--- src/rtl/commit_redirect_pkg.sv ---
// Shared types and defaults for the commit-to-frontend redirect path.
// Imported by the redirect interface and the commit_redirect module.
package commit_redirect_pkg;

    localparam int unsigned PC_WIDTH_DEF     = 32;
    localparam int unsigned DRAIN_CYCLES_DEF = 2;

    typedef enum logic [1:0] {
        CAUSE_EXCP      = 2'd0,
        CAUSE_ERTN      = 2'd1,
        CAUSE_REFETCH   = 2'd2,
        CAUSE_IDLE_WAKE = 2'd3
    } redirect_cause_t;

    typedef enum logic [1:0] {
        ST_RUN,
        ST_WAIT,
        ST_DRAIN,
        ST_IDLE
    } redirect_state_t;

    // Fixed-width view of one redirect request, for consumers that want it packed.
    typedef struct packed {
        logic                      valid;
        logic [PC_WIDTH_DEF-1:0]   pc;
        redirect_cause_t           cause;
    } redirect_req_t;

endpackage

--- src/rtl/commit_redirect_if.sv ---
// Redirect request channel from the commit side to the frontend.
// The commit side is the master; the frontend answers with ready.
interface commit_redirect_if
    import commit_redirect_pkg::*;
#(
    parameter int unsigned PC_WIDTH = PC_WIDTH_DEF
);
    logic                valid;
    logic [PC_WIDTH-1:0] pc;
    redirect_cause_t     cause;
    logic                ready;

    modport master (output valid, output pc, output cause, input ready);
    modport slave  (input valid, input pc, input cause, output ready);
endinterface

--- src/rtl/commit_redirect.sv ---
// Turns commit flush strobes into one registered frontend redirect, and keeps
// the backend held until the redirect is accepted and a drain window has elapsed.
module commit_redirect
    import commit_redirect_pkg::*;
#(
    parameter int unsigned DRAIN_CYCLES = DRAIN_CYCLES_DEF,
    parameter int unsigned PC_WIDTH     = PC_WIDTH_DEF
) (
    input  logic                 clk,
    input  logic                 rst,
    input  logic                 excp_flush_i,
    input  logic                 ertn_flush_i,
    input  logic                 idle_flush_i,
    input  logic                 fetch_flush_i,
    input  logic                 icache_flush_i,
    input  logic                 excp_tlbrefill_i,
    input  logic [PC_WIDTH-1:0]  commit_pc_i,
    input  logic [PC_WIDTH-1:0]  csr_eentry_i,
    input  logic [PC_WIDTH-1:0]  csr_tlbrentry_i,
    input  logic [PC_WIDTH-1:0]  csr_era_i,
    commit_redirect_if.master    redirect,
    output logic                 backend_hold_o,
    output logic                 idle_o
);

    localparam int unsigned CNT_W = (DRAIN_CYCLES < 2) ? 1 : $clog2(DRAIN_CYCLES + 1);

    redirect_state_t     state_q, state_d;
    logic [CNT_W-1:0]    cnt_q, cnt_d;
    logic [PC_WIDTH-1:0] pc_q, pc_d;
    redirect_cause_t     cause_q, cause_d;

    logic [PC_WIDTH-1:0] excp_target;
    logic                refetch;

    assign excp_target = excp_tlbrefill_i ? csr_tlbrentry_i : csr_eentry_i;
    assign refetch     = fetch_flush_i | icache_flush_i;

    always_comb begin
        state_d = state_q;
        cnt_d   = cnt_q;
        pc_d    = pc_q;
        cause_d = cause_q;
        unique case (state_q)
            ST_RUN: begin
                if (excp_flush_i) begin
                    pc_d    = excp_target;
                    cause_d = CAUSE_EXCP;
                    state_d = ST_WAIT;
                end else if (ertn_flush_i) begin
                    pc_d    = csr_era_i;
                    cause_d = CAUSE_ERTN;
                    state_d = ST_WAIT;
                end else if (idle_flush_i) begin
                    state_d = ST_IDLE;
                end else if (refetch) begin
                    pc_d    = commit_pc_i + PC_WIDTH'(4);
                    cause_d = CAUSE_REFETCH;
                    state_d = ST_WAIT;
                end
            end
            ST_WAIT: begin
                if (redirect.ready) begin
                    if (DRAIN_CYCLES == 0) begin
                        state_d = ST_RUN;
                    end else begin
                        cnt_d   = CNT_W'(DRAIN_CYCLES);
                        state_d = ST_DRAIN;
                    end
                end
            end
            ST_DRAIN: begin
                // The cycle holding count 1 is the last drain cycle.
                if (cnt_q <= CNT_W'(1)) begin
                    cnt_d   = '0;
                    state_d = ST_RUN;
                end else begin
                    cnt_d = cnt_q - CNT_W'(1);
                end
            end
            ST_IDLE: begin
                if (excp_flush_i) begin
                    pc_d    = excp_target;
                    cause_d = CAUSE_IDLE_WAKE;
                    state_d = ST_WAIT;
                end
            end
            default: state_d = ST_RUN;
        endcase
    end

    always_ff @(posedge clk or negedge rst) begin
        if (!rst) begin
            state_q <= ST_RUN;
            cnt_q   <= '0;
            pc_q    <= '0;
            cause_q <= CAUSE_EXCP;
        end else begin
            state_q <= state_d;
            cnt_q   <= cnt_d;
            pc_q    <= pc_d;
            cause_q <= cause_d;
        end
    end

    // All outputs decode straight from registers, so they carry one-cycle latency.
    assign redirect.valid = (state_q == ST_WAIT);
    assign redirect.pc    = pc_q;
    assign redirect.cause = cause_q;
    assign backend_hold_o = (state_q != ST_RUN);
    assign idle_o         = (state_q == ST_IDLE);

`ifndef SYNTHESIS
    a_no_excp_in_wait: assert property (@(posedge clk) disable iff (!rst)
        !(state_q == ST_WAIT && excp_flush_i));
`endif

endmodule

--- src/flat_wrapper.sv ---
// flat-port wrapper written by rule: the top's interface ports become plain ports
module commit_redirect_flat import commit_redirect_pkg::*;
#(
    parameter int unsigned DRAIN_CYCLES = DRAIN_CYCLES_DEF,
    parameter int unsigned PC_WIDTH     = PC_WIDTH_DEF
)
  (clk, rst, excp_flush_i, ertn_flush_i, idle_flush_i, fetch_flush_i, icache_flush_i, excp_tlbrefill_i, commit_pc_i, csr_eentry_i, csr_tlbrentry_i, csr_era_i, backend_hold_o, idle_o, redirect_valid, redirect_pc, redirect_cause, redirect_ready);
  commit_redirect_if #(.PC_WIDTH(PC_WIDTH)) redirect_i ();
  input  logic clk;
  input  logic rst;
  input  logic excp_flush_i;
  input  logic ertn_flush_i;
  input  logic idle_flush_i;
  input  logic fetch_flush_i;
  input  logic icache_flush_i;
  input  logic excp_tlbrefill_i;
  input  logic [PC_WIDTH-1:0] commit_pc_i;
  input  logic [PC_WIDTH-1:0] csr_eentry_i;
  input  logic [PC_WIDTH-1:0] csr_tlbrentry_i;
  input  logic [PC_WIDTH-1:0] csr_era_i;
  output logic backend_hold_o;
  output logic idle_o;
  output wire logic [$bits(redirect_i.valid)-1:0] redirect_valid;
  output wire logic [$bits(redirect_i.pc)-1:0] redirect_pc;
  output wire logic [$bits(redirect_i.cause)-1:0] redirect_cause;
  input wire logic [$bits(redirect_i.ready)-1:0] redirect_ready;
  assign redirect_valid = redirect_i.valid;
  assign redirect_pc = redirect_i.pc;
  assign redirect_cause = redirect_i.cause;
  assign redirect_i.ready = redirect_ready;
  commit_redirect #(.DRAIN_CYCLES(DRAIN_CYCLES), .PC_WIDTH(PC_WIDTH)) u_core (.clk(clk), .rst(rst), .excp_flush_i(excp_flush_i), .ertn_flush_i(ertn_flush_i), .idle_flush_i(idle_flush_i), .fetch_flush_i(fetch_flush_i), .icache_flush_i(icache_flush_i), .excp_tlbrefill_i(excp_tlbrefill_i), .commit_pc_i(commit_pc_i), .csr_eentry_i(csr_eentry_i), .csr_tlbrentry_i(csr_tlbrentry_i), .csr_era_i(csr_era_i), .redirect(redirect_i), .backend_hold_o(backend_hold_o), .idle_o(idle_o));
endmodule
--- config.mk ---
export PLATFORM = sky130hd
export DESIGN_NAME = commit_redirect_flat
export DESIGN_NICKNAME = d
export VERILOG_FILES = /design/src/rtl/commit_redirect_pkg.sv /design/src/rtl/commit_redirect_if.sv /design/src/rtl/commit_redirect.sv /design/src/flat_wrapper.sv
export SDC_FILE = /design/constraint.sdc
export NUM_CORES = 1
export LEC_CHECK = 0
export CORE_MARGIN = 2
export CORE_UTILIZATION = 36
export CTS_CLUSTER_DIAMETER = 150
export DETAILED_ROUTE_END_ITERATION = 8
export PLACE_DENSITY = 0.79
export SLEW_MARGIN = 20
export SYNTH_ARGS = -nofsm -noshare
export SYNTH_HDL_FRONTEND = slang
export SYNTH_SLANG_ARGS = --single-unit
--- constraint.sdc ---
create_clock -name clk -period 1.8 [get_ports clk]
set_clock_uncertainty 0.05 [all_clocks]
set_input_delay 0.27 -clock clk [delete_from_list [all_inputs] [get_ports clk]]
set_output_delay 0.27 -clock clk [all_outputs]
set_load 0.01 [all_outputs]
==> impl_metrics.tcl <==
set metrics [dict create \
    synth_top_cell_by_area "dfrtp_1" \
    vias 4266 \
    grt_pass1_wl_um 21760 \
    ys_warn_count 0 \
    status "finished, violations left" \
    clk_latency_ps 290 \
    synth.avg_cell_area_um2 8.063 \
    syn_nets 529 \
    pre_cts_slack_ps -706.6 \
    slew_violations 0 \
    hold_viol_final 0 \
    synth_cell_types 52 \
    route.detailed.drc 0 \
    fin_util_pct 76.01 \
    power_density_mw_per_mm2 1259 \
    die_y_um 97.10 \
    ctsRootBufferMaster "clkbuf_8" \
    syn2layout_area_growth_pct 102.2 \
    dp.cells 736 \
    core-area_mm2 0.008299 \
    dr.pass1.iters 5 \
    hpwl_um 10380 \
    violations "setup timing" \
    synth_adder_area_share_pct 2.005 \
    finalSetupViolCount 26 \
    io_buffers 173 \
    wirelength_um 14680 \
    antenna_found_initial 0 \
    synth_xor_area_share_pct 4.491 \
    synth_top_family_by_area "simple AND/OR/NAND/NOR gates" \
    num_io_pins 174 \
    ys_ff_latch 38 \
    grt_use_total_pct 28.65 \
    die_width_um 97.10 \
    drv_cap 0 \
    yosys.area_share.simple_pct 25.42 \
    synth_edf_count 0 \
    finalWeightedCongestion 0.9041 \
    grt_overflow 0 \
    synth.area.top_cells "dfrtp_1, mux2i_1, nand2_1" \
    synth_area_mm2 0.003120 \
    tritoncts "done" \
    timing.final.crit_period_ps 1996 \
    crit_type "flop to flop" \
    fin_area_mm2 0.006309 \
    tns_ps -2453 \
    first_iter_violations 278 \
    ir_worst_vdd_mv 0.5770 \
    vias_per_cell 5.591 \
    cts_num_sinks 38 \
    synth_cells 387 \
    grt_max_degree 39 \
    final_nets 799 \
    relSlewSlack_pct 64.71 \
    yosysSeqAreaShare_pct 30.47 \
    fmaxAchievable_ghz 0.5011 \
    critPathRequiredTime_ps 1960 \
    cts_htree_levels 2 \
    min_path_type "input pin to flop" \
    tightest_slew_ps 529.3 \
    crit_fanout 5 \
    clockBufferDepth 2 \
    synthMuxAreaShare_pct 12.03 \
    grt_pass1_vias 4172 \
    power_mw 7.941 \
    dieArea_mm2 0.009428 \
    synth_compound_area_share_pct 21.21 \
    diodes 0 \
    stdcell_count 763 \
    p_leak_nw 2.671 \
    synth_flop_cell "dfrtp_1" \
    period_share_pct 110.9 \
    core.rowCount 33 \
    yosysTopAreaCellShare_pct 30.47 \
    place_area_mm2 0.005653 \
    rsz0062_at_grt "yes" \
    clk_pin_slew_worst_paths_ps 90 \
    ant_nets 0 \
    cts_buffers 5 \
    drt-wirelength-per-cell_um 19.24 \
    initial_core_util_pct 37.60 \
    arrival_ps 2160 \
    start_kind "flop" \
    ys_async_sr_fraction_pct 100.0 \
    crit_path_end_kind "flop" \
    fin_ws_ps -195.8 \
    holdWs_ps 380.8 \
    drive_above_1_share_pct 33.89 \
]
## flip-flops by register name, indices dropped and copies added, names as in the netlist
signal                 count
u_core.cnt_q               2
u_core.state_q             2
u_core.redirect.cause      2
u_core.redirect.pc        32
## placed cells by master, fill, tap and decap left out, types with 3 or more instances in the layout
cell type	Yosys	routed
a21oi_1	18	12
buf_12	0	3
xor2_1	3	3
ha_4	0	3
a21oi_2	0	6
clkdlybuf4s50_1	0	141
buf_4	0	90
nand2_2	0	6
or4_4	0	7
buf_2	0	7
nor4_1	11	9
a31oi_1	6	4
o211ai_1	4	4
o21ai_2	0	4
buf_6	0	21
clkbuf_2	1	5
nand4_1	11	11
dfrtp_1	38	36
nor2_2	0	7
a211oi_1	4	3
nand2_1	56	48
nand3b_1	4	4
nand3_1	10	9
a311oi_2	0	3
o31ai_1	3	3
mux2i_1	24	24
dlygate4sd2_1	0	13
inv_1	8	5
clkdlybuf4s15_1	0	4
o21ai_1	0	9
clkbuf_8	0	6
nor3_1	8	5
xnor2_1	13	13
o211a_1	3	3
o21ai_0	35	22
mux2_2	12	12
and4_1	4	3
a222oi_1	4	4
nor2_1	27	18
## path summary, 6_finish.rpt
| kind | to | cells past startpoint | slack (ps) | start |
|---|---|---|---|---|
| max in group asynchronous | u_core.state_q[1] | 3 | 790 | rst |
| min in group asynchronous | u_core.redirect.pc[20] | 3 | 520 | rst |
| hold / removal | u_core.redirect.pc[9] | 4 | 380 | commit_pc_i[9] |
| setup reg to reg | u_core.redirect.pc[18] | 10 | -200 | u_core.state_q[0] |
| hold reg to reg | u_core.cnt_q[0] | 1 | 430 | u_core.cnt_q[0] |
| setup / recovery | u_core.redirect.pc[18] | 10 | -200 | u_core.state_q[0] |
## what timing repair did
action,in CTS,in global routing
endpoints found under the setup margin,28,38
gates cloned,5,1
resized for setup,99,89
hold buffers,1,0
setup buffers,8,7
pin swaps,23,17
endpoints found under the hold margin,2,0
## layer usage
metal  routed length [um]  global-route usage, %  part of all wire [%]
met5                    0                      0                     0
met1                 5801                  37.14                    40
met2                 7276                  49.89                    50
met4                  378                  6.609                   2.6
met3                 1222                  4.892                   8.3
## cells by family (layout without fill, tap and decap cells)
kind of cell    Yosys count  count (layout)
buf+inv                  36             307
compound gates          100             100
simple gates            156             156
flops                    38              38
fa+ha+maj                 5               5
mux                      36              36
xor+xnor                 16              16
## worst max-delay path, cell delays in order (launching register included)
cell and delay [ps]:
dfrtp_2 440, inv_2 90, ha_4 210, a31oi_2 290, buf_4 190, and2_4 170
buf_6 110, buf_6 120, buf_6 100, nor2_2 30, a21oi_1 130
## synth_stat cells, types with 5 or more instances
master	instances
nand2_1	56
inv_1	8
o21ai_0	35
xnor2_1	13
mux2_2	12
clkbuf_1	23
a31oi_1	6
nor2_1	27
ha_1	5
mux2i_1	24
nand4_1	11
dfrtp_1	38
nor4_1	11
nor3_1	8
or4_1	7
nand3_1	10
a21oi_1	18
## cell type report
cell class / instances / area, um2
Tap cell: 105 / 131.4
Multi-Input combinational cell: 313 / 2389
Sequential cell: 38 / 953.4
Timing Repair Buffer: 291 / 2711
Clock buffer: 7 / 86.33
Inverter: 8 / 32.53
Fill cell: 558 / 1991
Clock inverter: 1 / 5.005
## power by group
part,switching (mW),internal (mW)
Sequential,0.319,1.31
Combinational,2.54,3.14
Clock,0.332,0.310
(Power assumes the default switching activity.)
